===== src/rtl/shift_pkg.sv =====
// Shared state type and width helpers for the shift serializer controller.
package shift_pkg;

    typedef enum logic [1:0] {
        IDLE,
        SHIFT,
        DONE
    } state_t;

    function automatic int clog2(input int value);
        int result;
        result = 0;
        while ((1 << result) < value) result++;
        return result;
    endfunction

    // Index width that never collapses to zero bits.
    function automatic int idx_width(input int value);
        return (clog2(value) < 1) ? 1 : clog2(value);
    endfunction

endpackage


===== src/rtl/shift_reg_en.sv =====
// Serial-in/parallel-out shift register with synchronous clear and shift enable.
module shift_reg_en #(
    parameter int WIDTH = 4
) (
    input  logic             clk,
    input  logic             reset,
    input  logic             clear,
    input  logic             en,
    input  logic             din,
    output logic [WIDTH-1:0] q
);

    // Clear wins over shift so a fresh word always starts from zero.
    always_ff @(posedge clk or posedge reset) begin
        if (reset)
            q <= '0;
        else if (clear)
            q <= '0;
        else if (en)
            q <= {q[WIDTH-2:0], din};
    end

endmodule


===== src/rtl/shift_serializer_arb.sv =====
// Round-robin front end that serializes one requester word at a time, MSB first,
// into a shared shift register and reports the result with a source tag.
module shift_serializer_arb
    import shift_pkg::*;
#(
    parameter int WIDTH = 4,
    parameter int NREQ  = 2
) (
    input  logic                       clk,
    input  logic                       reset,
    input  logic [NREQ-1:0]            req_valid,
    input  logic [NREQ*WIDTH-1:0]      req_data,
    output logic [NREQ-1:0]            req_ready,
    output logic                       ser_bit,
    output logic                       ser_en,
    output logic                       out_valid,
    output logic [WIDTH-1:0]           out_data,
    output logic [idx_width(NREQ)-1:0] out_src,
    output logic                       busy
);

    localparam int SW = idx_width(NREQ);
    localparam int CW = idx_width(WIDTH);
    localparam logic [CW-1:0] LAST     = CW'(WIDTH - 1);
    localparam logic [SW-1:0] PTR_INIT = SW'(NREQ - 1);

    state_t            state;
    state_t            state_next;
    logic [CW-1:0]     cnt;
    logic [WIDTH-1:0]  hold;
    logic [SW-1:0]     tag;
    logic [SW-1:0]     ptr;
    logic [SW-1:0]     grant;
    logic [SW-1:0]     cand;
    logic [WIDTH-1:0]  grant_data;
    logic              grant_found;
    logic              accept;
    logic              shift_clear;

    // Search starts just past the last winner so every requester gets a turn.
    always_comb begin
        grant_found = 1'b0;
        grant       = '0;
        cand        = '0;
        for (int k = 1; k <= NREQ; k++) begin
            cand = SW'((int'(ptr) + k) % NREQ);
            if (!grant_found && req_valid[cand]) begin
                grant_found = 1'b1;
                grant       = cand;
            end
        end
    end

    always_comb begin
        grant_data = '0;
        for (int i = 0; i < NREQ; i++)
            if (grant == SW'(i))
                grant_data = req_data[i*WIDTH +: WIDTH];
    end

    assign accept  = (state == IDLE) && grant_found;
    assign out_src = tag;

    always_ff @(posedge clk or posedge reset) begin
        if (reset)
            state <= IDLE;
        else
            state <= state_next;
    end

    always_comb begin
        state_next = state;
        case (state)
            IDLE:    if (accept) state_next = SHIFT;
            SHIFT:   if (cnt == LAST) state_next = DONE;
            DONE:    state_next = IDLE;
            default: state_next = IDLE;
        endcase
    end

    // The grant is combinational, so it is masked while reset is held.
    always_comb begin
        req_ready   = '0;
        ser_en      = 1'b0;
        ser_bit     = 1'b0;
        out_valid   = 1'b0;
        busy        = 1'b0;
        shift_clear = 1'b0;
        case (state)
            IDLE: begin
                shift_clear = accept;
                if (accept && !reset)
                    req_ready[grant] = 1'b1;
            end
            SHIFT: begin
                ser_en  = 1'b1;
                ser_bit = hold[LAST - cnt];
                busy    = 1'b1;
            end
            DONE: begin
                out_valid = 1'b1;
                busy      = 1'b1;
            end
            default: ;
        endcase
    end

    always_ff @(posedge clk or posedge reset) begin
        if (reset) begin
            cnt  <= '0;
            hold <= '0;
            tag  <= '0;
            ptr  <= PTR_INIT;
        end else if (accept) begin
            hold <= grant_data;
            tag  <= grant;
            ptr  <= grant;
            cnt  <= '0;
        end else if (state == SHIFT) begin
            cnt <= (cnt == LAST) ? '0 : cnt + 1'b1;
        end
    end

    shift_reg_en #(.WIDTH(WIDTH)) u_shift (
        .clk   (clk),
        .reset (reset),
        .clear (shift_clear),
        .en    (ser_en),
        .din   (ser_bit),
        .q     (out_data)
    );

endmodule

===== config.mk =====
export PLATFORM = sky130hd
export DESIGN_NAME = shift_serializer_arb
export DESIGN_NICKNAME = d
export VERILOG_FILES = /design/src/rtl/shift_pkg.sv /design/src/rtl/shift_reg_en.sv /design/src/rtl/shift_serializer_arb.sv
export SDC_FILE = /design/constraint.sdc
export NUM_CORES = 1
export LEC_CHECK = 0
export BUFFER_PORTS_ARGS = -buffer_cell sky130_fd_sc_hd__buf_4
export CAP_MARGIN = 5
export CORE_UTILIZATION = 45
export DETAILED_ROUTE_END_ITERATION = 8
export GPL_TIMING_DRIVEN = 0
export PLACE_DENSITY = 0.77
export SYNTH_ARGS = -nofsm -noshare
export SYNTH_HDL_FRONTEND = slang
export SYNTH_SLANG_ARGS = --single-unit

===== constraint.sdc =====
create_clock -name clk -period 2.4 [get_ports clk]
set_input_delay 0.36 -clock clk [delete_from_list [all_inputs] [get_ports clk]]
set_output_delay 0.36 -clock clk [all_outputs]
set_load 0.02 [all_outputs]

==> results.md, run 1 <==
- Status: complete, no violations
- Max-cap violation count: 0
- Min cycle time layout: 1.96 ns
- Initial Util: 0.480
- Pwr Total: 1180 uW
- Largest net degree at the start of global routing: 15
- Worst Path Required: 2.04 ns
- Resize count post-CTS: 0
- NumNets Final: 109
- CP Class: flip-flop to output pin
- Dpl hpwl: 963 um
- Area contributors post-synth: dfrtp_1 (46%), mux2i_1 (14%), ha_1 (7.0%), nor2_1 (4.2%), dfstp_2 (3.7%)
- Port Buf Inserts: 22
- #FFs+latches synth: 14
- Period Utilization, post-route: 0.816
- First-pass GRT wire length: 2040 um
- Core outline area: 0.00149 mm2
- Final wirelength: 1190 um
- Crit path max fanout: 10
- CTS Buf Count: 3
- CP Data Arrival Time: 1.60 ns
- Synth Instances: 66
- Initial antenna violation count: 0
- Cell Area, Synth: 714 um2
- Static Leak: 0.000487 uW
- Hold Path Class: primary input to asynchronous set/reset pin
- Syn_nets: 82
- TritonCTS sink count: 14
- Post-synth top flop: dfrtp_1
- WL/cell: 11.0 um
- Distinct cells, synth: 20
- Worst vdd ir: 0.611 mV
- Final Hold Viols: 0
- Most common cell in the netlist: dfrtp_1
- Setup TNS: 0 ns
- Htree depth: 1
- Relative slew slack: 0.655
- Post-synthesis area per instance: 10.8 um2
- DR pass1 iterations: 4
- Post-synthesis async set-or-reset flop share: 1.00
- Drt initial violations: 5
- Max Fclk: 0.510 GHz
- Top-area cell type share of the netlist area: 0.455
- CTS tree: built
- Post-route ant nets: 0
- Clock Latency Late Sink: 0.28 ns
- Die Y: 41.8 um
- DRC: 0
- Pwr/cell area: 1260 mW/mm2
- Crit start category: flip-flop
- Root buf cell: clkbuf_4
- Antenna Cells: 0
- Std-Cell Rows: 14
- Layout cell share with drive strength beyond 1: 0.337
- Number of setup buffers added after CTS: 0
- Yosys warnings: 0
- RePlAce Congestion: 0.667
- Post-synth EDFFs: 0
- All-Layer GR Usage: 0.156
- Post-synth top area cell: dfrtp_1
- Crit end category: output pin
- Hold Buf Count CTS: 0
- Number of global-route vias before repair: 481
- Vias: 539
- Max clock buf depth: 2
- Final setup skew: 0.00181 ns
- Synthesis-to-layout area growth: 31.0%
- Unrepaired setup endpoints after global routing: false
- Final Max Tran Viols: 0
- Ports: 23
- Final setup fails: 0
- Clock slew at reported path FFs: 0.09 ns
- Slew @ Worst Pin: 0.517 ns
- Via density per instance: 4.99
- Die footprint: 0.00175 mm2
- Width of the die: 41.8 um
- Synth top cells by count: dfrtp_1 (13), mux2i_1 (10), nor2_1 (8), nand2_1 (7)
- Seq/Total Area, Yosys: 0.492
- GR Overflow Total: 0
[metal layers]
layer / wire, um / up-vias / GRT usage / share of wire
met5: 0 / - / 0 / 0
met4: 9 / 0 / 0.0968 / 0.0076
met3: 67 / 2 / 0.0435 / 0.056
met2: 579 / 18 / 0.231 / 0.49
met1: 535 / 240 / 0.200 / 0.45
li1: - / 279 / - / -
[per-stage QoR]
stage / cell area (um2) / setup WS (ns) / util / instances / hold slack [ns]
6_report: 936 / 0.441 / 0.629 / 108 / 0.125
5_1_grt: 936 / 0.279 / 0.629 / 108 / 0.175
4_1_cts: 936 / 0.423 / 0.629 / 108 / 0.136
3_5_place_dp: 900 / 0.739 / 0.604 / 104 / 0.448
3_3_place_gp: 900 / 0.758 / 0.604 / 104 / 0.444
2_1_floorplan: 714 / 0.698 / - / 66 / 0.249
[path summary, 6_finish.rpt]
check | from | end | slack (ns) | cells after the start
setup reg to reg | state[0] | state[1] | 0.92 | 5
max in group asynchronous | reset | ptr | 1.92 | 2
setup / recovery | state[0] | req_ready[0] | 0.44 | 5
min in group clk | req_valid[0] | ptr | 0.29 | 2
hold reg to reg | out_src | out_src | 0.49 | 2
hold / removal | reset | out_src | 0.13 | 2
[sequential cells by signal (all words and copies together) (netlist names)]
signal and flops:
cnt 2, state 2, out_src 1, u_shift.q 4
ptr 1, hold 4
[kinds of logic (layout without fill, tap and decap cells)]
| logic type | after synthesis | count (layout) | share of synthesized area |
|---|---|---|---|
| simple gates | 20 | 20 | 0.124 |
| flops | 14 | 14 | 0.492 |
| fa+ha+maj | 4 | 4 | 0.0701 |
| mux | 11 | 11 | 0.172 |
| buf+inv | 5 | 31 | 0.0280 |
| compound gates | 12 | 12 | 0.114 |
[report_power, final]
group / total, uW / switching [uW] / internal, uW
registers: 409 / 69.8 / 339
logic: 599 / 323 / 276
clock network: 169 / 76.8 / 92.2
total: 1180 / 470 / 707
[critical path: stages (launching register included)]
cell and delay (ns):
dfrtp_1 0.39, inv_1 0.10, ha_1 0.29, o21ai_2 0.18
nor3_1 0.20, buf_4 0.17
[area by class of cell]
class,instances,area (um2)
Buffer,1,5.00
Clock buffer,4,36.3
Tap cell,16,20.0
Timing Repair Buffer,22,165
Inverter,4,15.0
Fill cell,135,553
Sequential cell,14,352
Multi-Input combinational cell,47,343
[layout by cell type (no fill, tap or decap), drive strengths merged]
cell / count
a21boi: 1
a21oi: 3
a31oi: 1
and2: 1
buf: 23
clkbuf: 4
dfrtp: 13
dfstp: 1
ha: 4
inv: 4
mux2i: 10
mux4: 1
nand2: 7
nor2: 8
nor2b: 2
nor3: 1
o21a: 1
o21ai: 6
or3b: 1
Power figures use the tool's default switching activity.
==> run 2: changes to the inputs <==
Clock period 2.4 ns to 1.9 ns, I/O delays scaled along.
==> results.md, run 2 (same netlist as run 1, synthesis figures left out) <==
- Vias: 536
- Number of setup buffers added after CTS: 0
- RePlAce Congestion: 0.667
- First-pass GRT wire length: 2020 um
- Synthesis-to-layout area growth: 32.7%
- Crit start category: flip-flop
- Sequential share of power: 0.341
- Pwr/cell area: 1600 mW/mm2
- Drt initial violations: 5
- Unrepaired setup endpoints after global routing: false
- Worst Path Required: 1.62 ns
- DR pass1 iterations: 4
- Hold Path Class: primary input to asynchronous set/reset pin
- Biggest regs: hold (4), u_shift.q (4)
- Core outline area: 0.00149 mm2
- Placed Instances: 104
- CTS Buf Count: 3
- Max-cap violation count: 0
- Final Max Tran Viols: 0
- Crit end category: output pin
- Fin util: 0.637
- Initial Util: 0.480
- Max clock buf depth: 2
- Clock power frac: 0.141
- DRC: 0
- Most common cell after layout, fill and taps aside: buf_4
- Highest-count cells in the layout ignoring fill and taps: buf_4 (22), dfrtp_1 (13), mux2i_1 (10)
- Clock Latency Late Sink: 0.27 ns
- Relative slew slack: 0.655
- Initial antenna violation count: 0
- Final setup skew: 0.00173 ns
- Final Hold Viols: 0
- WL/cell: 11.0 um
- Status: complete, no violations
- Fill count: 136
- Die Y: 41.8 um
- Layout cell share with drive strength beyond 1: 0.348
- TritonCTS sink count: 14
- Root buf cell: clkbuf_4
- Max Fclk: 0.546 GHz
- Setup TNS: 0 ns
- Dpl hpwl: 963 um
- Period Utilization, post-route: 0.965
- P_int: 913 uW
- Min cycle time layout: 1.83 ns
- Net Sw Frac: 0.397
- Slew @ Worst Pin: 0.517 ns
- Htree depth: 1
- NumNets Final: 109
- CP Class: flip-flop to output pin
- Std-Cell Rows: 14
- Post-Layout Cell Count: 108
- Final wirelength: 1190 um
- Post-route ant nets: 0
- Final setup fails: 0
- Width of the die: 41.8 um
- CTS tree: built
- CP Data Arrival Time: 1.55 ns
- Number of global-route vias before repair: 482
- Largest net degree at the start of global routing: 15
- Net Switching: 602 uW
- Combinational power share: 0.518
- GR Overflow Total: 0
- Static Leak: 0.000488 uW
- Worst vdd ir: 0.784 mV
- All-Layer GR Usage: 0.155
- Ports: 23
- Place WS: 0.314 ns
- Crit path max fanout: 3
- Die footprint: 0.00175 mm2
- Clock slew at reported path FFs: 0.09 ns
- Antenna Cells: 0
- Port Buf Inserts: 22
- Post-route setup slack: 0.0671 ns
- Via density per instance: 4.96
run 2: cell counts in the layout (fill, tap and decap cells not counted):
Identical to the previous run, type by type.
run 2: repair_timing:
| action | CTS | global route |
|---|---|---|
| hold buffers | 0 | 0 |
| resized for setup | 1 | 1 |
| setup endpoints to repair | 1 | 1 |
| endpoints found under the hold margin | 0 | 0 |
run 2: path summary, 6_finish.rpt:
check                      depth (start not counted)  slack, ns    startpoint  endpoint
max in group asynchronous                          2       1.49         reset       ptr
max                                                3       0.07        cnt[0]   ser_bit
max reg2reg                                        6       0.44      state[1]  state[0]
min reg2reg                                        2       0.49       out_src   out_src
min in group clk                                   2       0.21  req_valid[0]       ptr
min                                                2       0.05         reset   out_src
run 2: layout make-up:
type | instances | area [um2] | area share
flip-flops and latches | 14 | 352 | 0.371
repair buffers | 22 | 165 | 0.174
well taps | 16 | 20.0 | 0.0211
multi-input cells | 47 | 355 | 0.375
clock buffers | 4 | 36.3 | 0.0383
inverters | 4 | 15.0 | 0.0158
plain buffers | 1 | 5.00 | 0.00528
run 2: critical path, stage by stage, from the launching register on:
cell and delay [ns]:
dfrtp_1 0.42, mux4_2 0.53, and2_1 0.17, buf_4 0.15
run 2: metrics by stage:
step	power, uW	hold slack (ns)	cell area [um2]
global placement	1260	0.369	900
CTS	1510	0.0615	938
global route	1630	0.100	948
floorplan	1050	0.174	714
finish	1520	0.0503	948
detailed placement	1290	0.373	900
run 2: power by group through the flow:
stage	clock network, uW	registers, uW	logic [uW]
after global routing	230	538	863
after floorplan	0	544	509
after CTS	218	520	773
after global placement	0	516	748
after detailed placement	0	527	767
final	213	517	785
run 2: metal layers:
metal  GRT usage  wire [um]  up-vias
met5           0          0        -
met4      0.0968          9        0
met3      0.0435         67        2
met2       0.231        576       18
met1       0.197        539      236
li1            -          -      280
